## src/rtl/instruction_fetch_unit.sv

```systemverilog
// Fetch stage: drives the instruction-memory address, registers the returned word
// for decode, resolves unconditional JMP locally and accepts taken-branch redirects.
module instruction_fetch_unit #(
  parameter int unsigned      PC_W     = 8,
  parameter int unsigned      INS_W    = 24,
  parameter logic [PC_W-1:0]  RESET_PC = '0,
  parameter logic [INS_W-1:0] NOP_INS  = '0
) (
  input  logic             clk,
  input  logic             reset,
  input  logic             stall,
  input  logic             br_taken,
  input  logic [PC_W-1:0]  br_target,
  input  logic [INS_W-1:0] imem_data,
  output logic [PC_W-1:0]  imem_addr,
  output logic             imem_rd_en,
  output logic [INS_W-1:0] ins,
  output logic [PC_W-1:0]  pc_dec,
  output logic             ins_valid
);

  localparam int unsigned OPC_W   = 5;
  localparam int unsigned OPC_MSB = INS_W - 1;
  localparam int unsigned OPC_LSB = INS_W - OPC_W;
  localparam int unsigned TGT_MSB = OPC_LSB - 1;
  localparam logic [OPC_W-1:0] JMP_OPC = 5'b11000;

  // FILL: no live word returning from memory; RUN: imem_data carries pc_m.
  typedef enum logic {
    ST_FILL = 1'b0,
    ST_RUN  = 1'b1
  } state_e;

  state_e           r_state;
  state_e           w_state_nxt;
  logic [PC_W-1:0]  r_pc_f;
  logic [PC_W-1:0]  r_pc_m;
  logic [INS_W-1:0] r_ins;
  logic [PC_W-1:0]  r_pc_dec;
  logic             r_ins_valid;

  logic [PC_W-1:0]  w_pc_f_nxt;
  logic [PC_W-1:0]  w_pc_m_nxt;
  logic [INS_W-1:0] w_ins_nxt;
  logic [PC_W-1:0]  w_pc_dec_nxt;
  logic             w_ins_valid_nxt;
  logic             w_is_jmp;
  logic [PC_W-1:0]  w_jmp_target;
  logic [PC_W-1:0]  w_pc_seq;

  assign w_is_jmp     = (r_state == ST_RUN) && !stall && !br_taken &&
                        (imem_data[OPC_MSB:OPC_LSB] == JMP_OPC);
  assign w_jmp_target = imem_data[TGT_MSB -: PC_W];
  assign w_pc_seq     = r_pc_f + PC_W'(1);

  // State register and fetch/decode pipeline registers.
  always_ff @(posedge clk or posedge reset) begin
    if (reset) begin
      r_state     <= ST_FILL;
      r_pc_f      <= RESET_PC;
      r_pc_m      <= '0;
      r_ins       <= NOP_INS;
      r_pc_dec    <= '0;
      r_ins_valid <= 1'b0;
    end else begin
      r_state     <= w_state_nxt;
      r_pc_f      <= w_pc_f_nxt;
      r_pc_m      <= w_pc_m_nxt;
      r_ins       <= w_ins_nxt;
      r_pc_dec    <= w_pc_dec_nxt;
      r_ins_valid <= w_ins_valid_nxt;
    end
  end

  // Next-state: redirect beats stall, stall beats JMP, JMP beats sequential fetch.
  always_comb begin
    w_state_nxt     = r_state;
    w_pc_f_nxt      = r_pc_f;
    w_pc_m_nxt      = r_pc_m;
    w_ins_nxt       = r_ins;
    w_pc_dec_nxt    = r_pc_dec;
    w_ins_valid_nxt = r_ins_valid;

    if (br_taken) begin
      w_pc_f_nxt      = br_target;
      w_state_nxt     = ST_FILL;
      w_ins_nxt       = NOP_INS;
      w_ins_valid_nxt = 1'b0;
    end else if (!stall) begin
      w_pc_m_nxt = r_pc_f;
      case (r_state)
        ST_RUN: begin
          w_ins_nxt       = imem_data;
          w_pc_dec_nxt    = r_pc_m;
          w_ins_valid_nxt = 1'b1;
        end
        default: begin
          w_ins_nxt       = NOP_INS;
          w_ins_valid_nxt = 1'b0;
        end
      endcase
      // A JMP squashes the word already in flight at pc_m+1.
      if (w_is_jmp) begin
        w_pc_f_nxt  = w_jmp_target;
        w_state_nxt = ST_FILL;
      end else begin
        w_pc_f_nxt  = w_pc_seq;
        w_state_nxt = ST_RUN;
      end
    end
  end

  assign imem_addr  = r_pc_f;
  assign imem_rd_en = !stall || br_taken;
  assign ins        = r_ins;
  assign pc_dec     = r_pc_dec;
  assign ins_valid  = r_ins_valid;

endmodule
```

## config.mk

```make
export PLATFORM = sky130hd
export DESIGN_NAME = instruction_fetch_unit
export DESIGN_NICKNAME = d
export VERILOG_FILES = /design/src/rtl/instruction_fetch_unit.sv
export SDC_FILE = /design/constraint.sdc
export NUM_CORES = 1
export LEC_CHECK = 0
export ABC_AREA = 1
export ABC_CLOCK_PERIOD_IN_PS = 4700
export BUFFER_PORTS_ARGS = -buffer_cell sky130_fd_sc_hd__buf_2
export CAP_MARGIN = 10
export CORE_UTILIZATION = 54
export CTS_CLUSTER_DIAMETER = 30
export DETAILED_ROUTE_END_ITERATION = 6
export GPL_ROUTABILITY_DRIVEN = 0
export PLACE_DENSITY = 0.91
export SETUP_SLACK_MARGIN = 0.3
export SLEW_MARGIN = 20
export SYNTH_ARGS = -nofsm -noshare
export SYNTH_HDL_FRONTEND = slang
export SYNTH_SLANG_ARGS = --single-unit
```

## constraint.sdc

```tcl
create_clock -name clk -period 4.7 [get_ports clk]
set_clock_uncertainty 0.2 [all_clocks]
set_input_delay 1.41 -clock clk [delete_from_list [all_inputs] [get_ports clk]]
set_output_delay 1.41 -clock clk [all_outputs]
set_load 0.02 [all_outputs]
```

# Yosys cells after proc, flatten, opt, wreduce, memory -nomap -nowiden
# Cells that the tools add are included.
# W data, S select, Z words.
# word_totals
regBits,50
input_bits,36
output_inout_bits,42
elab_cells,31
# op_classes
add_sub_neg,1
eq_ne,2
n_mux,12
bitwise_logic,2
reduce_logical,8
# ops
operator,count
$mux W24,3
$mux W8,3
$add A8 B1 Y8 const B,1
$mux W1,6
$eq A5 B5 Y1 const B,1
$logic_and A1 B1 Y1,3
$reduce_and A3 Y1,1
$logic_not A1 Y1,2
$ne A2 B1 Y1 const B,1
$not A1 Y1,2
$reduce_and A2 Y1,1
$logic_or A1 B1 Y1,1

# Depth between registers and ports, before layout
# logic_depth
word_depth,7
depth_mapped,8
mapped_depth_nobuf,8

# Worst setup path after synthesis
# OpenSTA, ideal clock, no wires.
# synth_path
path_type,in2out
start,input br_taken
end,output imem_rd_en
t_arrival_ns,1.784
t_required_ns,3.090
path_slack_ns,1.306
stages,3
n_path_buf,1
path_cell_list,buf_6 > inv_1 > nand2_1
# synth_between
elab_chain_cells,1
# synth_rtl
element,line,source
from (decl),12,"input logic br_taken,"
$logic_or A1 B1 Y1,114,assign imem_rd_en = !stall || br_taken;
to (decl),16,"output logic imem_rd_en,"
# Every way passes these cells.

# Worst setup path after layout
# layout_path
start,input stall
end,output imem_rd_en
# layout_between
elab_chain_cells,2
# layout_rtl
element,line,source
from (decl),11,"input logic stall,"
$logic_not A1 Y1,114,
$logic_or A1 B1 Y1,114,
# Every way passes these cells.

==> results by group <==
Route
  • Final WL: around 5.5 mm
  • Avg Vias per Cell: between 5 and 6
  • Antenna-violating nets left: 0
  • DR vias: 2130
  • Drt drc: 0
  • WL/cell: 13.5 µm
  • Top Layer Used: met4
  • Metal2 WL: 2.68 mm
  • M1 wire length: around 2.3 mm
  • WL met3: 356 µm
  • Initial DRT Pass Iterations: 4
  • DRT iter0 DRCs: 164

Clock tree
  • Num CTS Buffers: 5
  • Max clock buf depth: 2
  • TritonCTS Sinks: 50
  • Reg clk slew, reported paths: 0.08 ns
  • CTS tree: done
  • H-tree level count: 2
  • Root Buffer: clkbuf_8
  • Setup bufs post-CTS: 0
  • Worst-Skew Late Latency: 0.30 ns
  • Post-CTS Hold Buffers: 0
  • Post-CTS resize count: 0

Final layout
  • Proportion of layout cells with a drive suffix above 1: approximately 26%
  • Ant diodes: 0
  • Post-route cell area: 2780 µm²
  • Reg area: roughly 1300 µm²
  • Final-stage net count: 392
  • P&R area growth vs syn: 19.9%
  • Fin util: about two thirds
  • Final std cells w/o fill: 405
  • Fill cells: roughly 330
  • Area occupied by multi-input gates: 858 µm²

Power
  • Int Power: 0.637 mW
  • Pwr Total: 0.934 mW
  • Clock power frac: 25.4%
  • Switching part of the total: 31.8%
  • Flop pwr share: 54.2%
  • Maximum vdd drop: 0.153 mV
  • Comb power frac: 20.3%
  • Pwr dens: roughly 340 nW/µm²
  • Psw: a little under 0.3 mW
  • Lkg Pwr: 1.62 nW

Floorplan
  • Core Area: 4060 µm²
  • Die width: 67.5 µm
  • Die height: 67.5 µm
  • Rows: 23
  • Initial Utilization: a little under three fifths
  • Die area: 4550 µm²
  • Ports: 78

Place
  • Number of port buffers: slightly below 80
  • Placed Area: 2700 µm²
  • Cells after DPL: 398
  • Pre-CTS setup slack: 0.686 ns
  • Final HPWL DP: around 3.7 mm

Synthesis
  • Post-Syn Nets: 322
  • Largest area contributor in the netlist: dfrtp_1
  • Fraction of registers with async set/reset: 100%
  • Yosys warnings: 0
  • Seq/Total Area, Yosys: 54.0%
  • Top post-synthesis cells by area: dfrtp_1, nand2_1, nand3_1
  • Dominant cell by count in the synthesized netlist: nand2_1
  • Top_reg_cell synth: dfrtp_1
  • FF+latch count, synth: 50
  • Post-synth EDFFs: 0
  • Synth top cells by count: nand2_1, nand3_1, dfrtp_1
  • Mean Syn Cell Area: 8.13 µm²
  • Unique masters post-synth: 18
  • Post-synthesis cell count: 285
  • Synth top area share: 54.0%
  • Netlist Area Pre-Place: 2320 µm²

Setup path
  • Kind of critical path: primary input to primary output
  • Worst Setup End Kind: primary output
  • Crit-path max FO: 31
  • Required @ worst endpoint: 3.09 ns
  • Reg2reg path depth: 7
  • Crit start category: primary input
  • CP arrival: 2.41 ns

Worst hold path
  • Hold path depth: 2
  • HP Class: register to register

Outcome
  • Status: complete, no violations

STA
  • Period utilization: 85.5%
  • Fmax achieved: 249 MHz
  • Setup TNS: 0 ns
  • RSZ-0062 raised after global routing: false
  • Final slew viol count: 0
  • Minimum clock period: around 4 ns
  • Slew HR: 43.9%
  • Fin. Hold Viols: 0
  • Setup WS post-layout: between 0.6 and 0.7 ns
  • Setup violations, final: 0
  • Worst-Margin Slew: 0.840 ns
  • Hold slack: 0.287 ns

GRT
  • Vias in the first global route: between 1500 and 2000
  • Largest net degree at the start of global routing: 51
  • First-pass GRT wire length: 8.58 mm
  • Gr ovfl total: 0
  • Initial antenna violation count: 0
  • Total global-route track usage: 25.9%

Flow run
  • Total of max-cap violations: 0
-- sequential cells by signal, indices dropped and copies added (netlist names) --
register	cells
imem_addr	8
ins	24
ins_valid	1
r_state	1
r_pc_m	8
pc_dec	8
-- power groups by stage --
stage	sequential [mW]	combinational [mW]	clock [mW]
finish	0.506	0.190	0.237
global route	0.512	0.212	0.258
CTS	0.506	0.192	0.240
detailed placement	0.514	0.190	0
global placement	0.513	0.183	0
floorplan	0.544	0.0891	0
-- placed cells by master, fill, tap and decap left out --
cell      netlist  final
nand3_1        58     58
clkinv_2        0      3
dfrtp_1        50     50
nand4_1         1      1
nand2_2         1      1
nand2_1        82     82
nor2_2          1      1
nand2_4         1      1
a31o_2          1      1
buf_2           9     77
ha_1            1      1
o21ai_0        33     33
clkbuf_8        0      5
inv_1          33     32
buf_4           1      2
nor3_4          1      1
nor2_1          5      5
xnor2_1         1      1
-- cells by family after synthesis --
family                     synth area share [%]
AOI/OAI and AO/OA                          7.51
adders and majority gates                 0.540
buffers and inverters                      8.91
DFF                                        54.0
and+or+nand+nor                            28.6
xor gates and xnor gates                  0.378
-- worst max-delay path, cell delays in order --
cell and delay, ns:
buf_2 0.47, nand2_1 0.29, buf_2 0.23
-- final timing paths --
check / startpoint / to / slack [ns]
max: stall / imem_rd_en / 0.68
min: pc_dec[0] / pc_dec[0] / 0.29
max reg2reg: r_state / imem_addr[6] / 2.69
min reg2reg: pc_dec[0] / pc_dec[0] / 0.29
max in group asynchronous: reset / r_pc_m[1] / 2.76
min in group asynchronous: reset / r_pc_m[3] / 1.05
-- area by class of cell --
cell class / instances / share of cell area, %
Timing Repair Buffer: 79 / 14.4
Tap cell: 50 / 2.25
Sequential cell: 50 / 45.1
Multi-Input combinational cell: 186 / 30.9
Clock inverter: 2 / 0.361
Clock buffer: 5 / 2.48
Inverter: 33 / 4.51
-- per-layer routing --
layer  up-vias  track usage [%]
met3        11             5.91
met4         0             9.04
met1       970             35.1
met5         -                0
met2        98             40.5
li1       1051                -
Note: power is estimated with default switching activity, not from simulation.
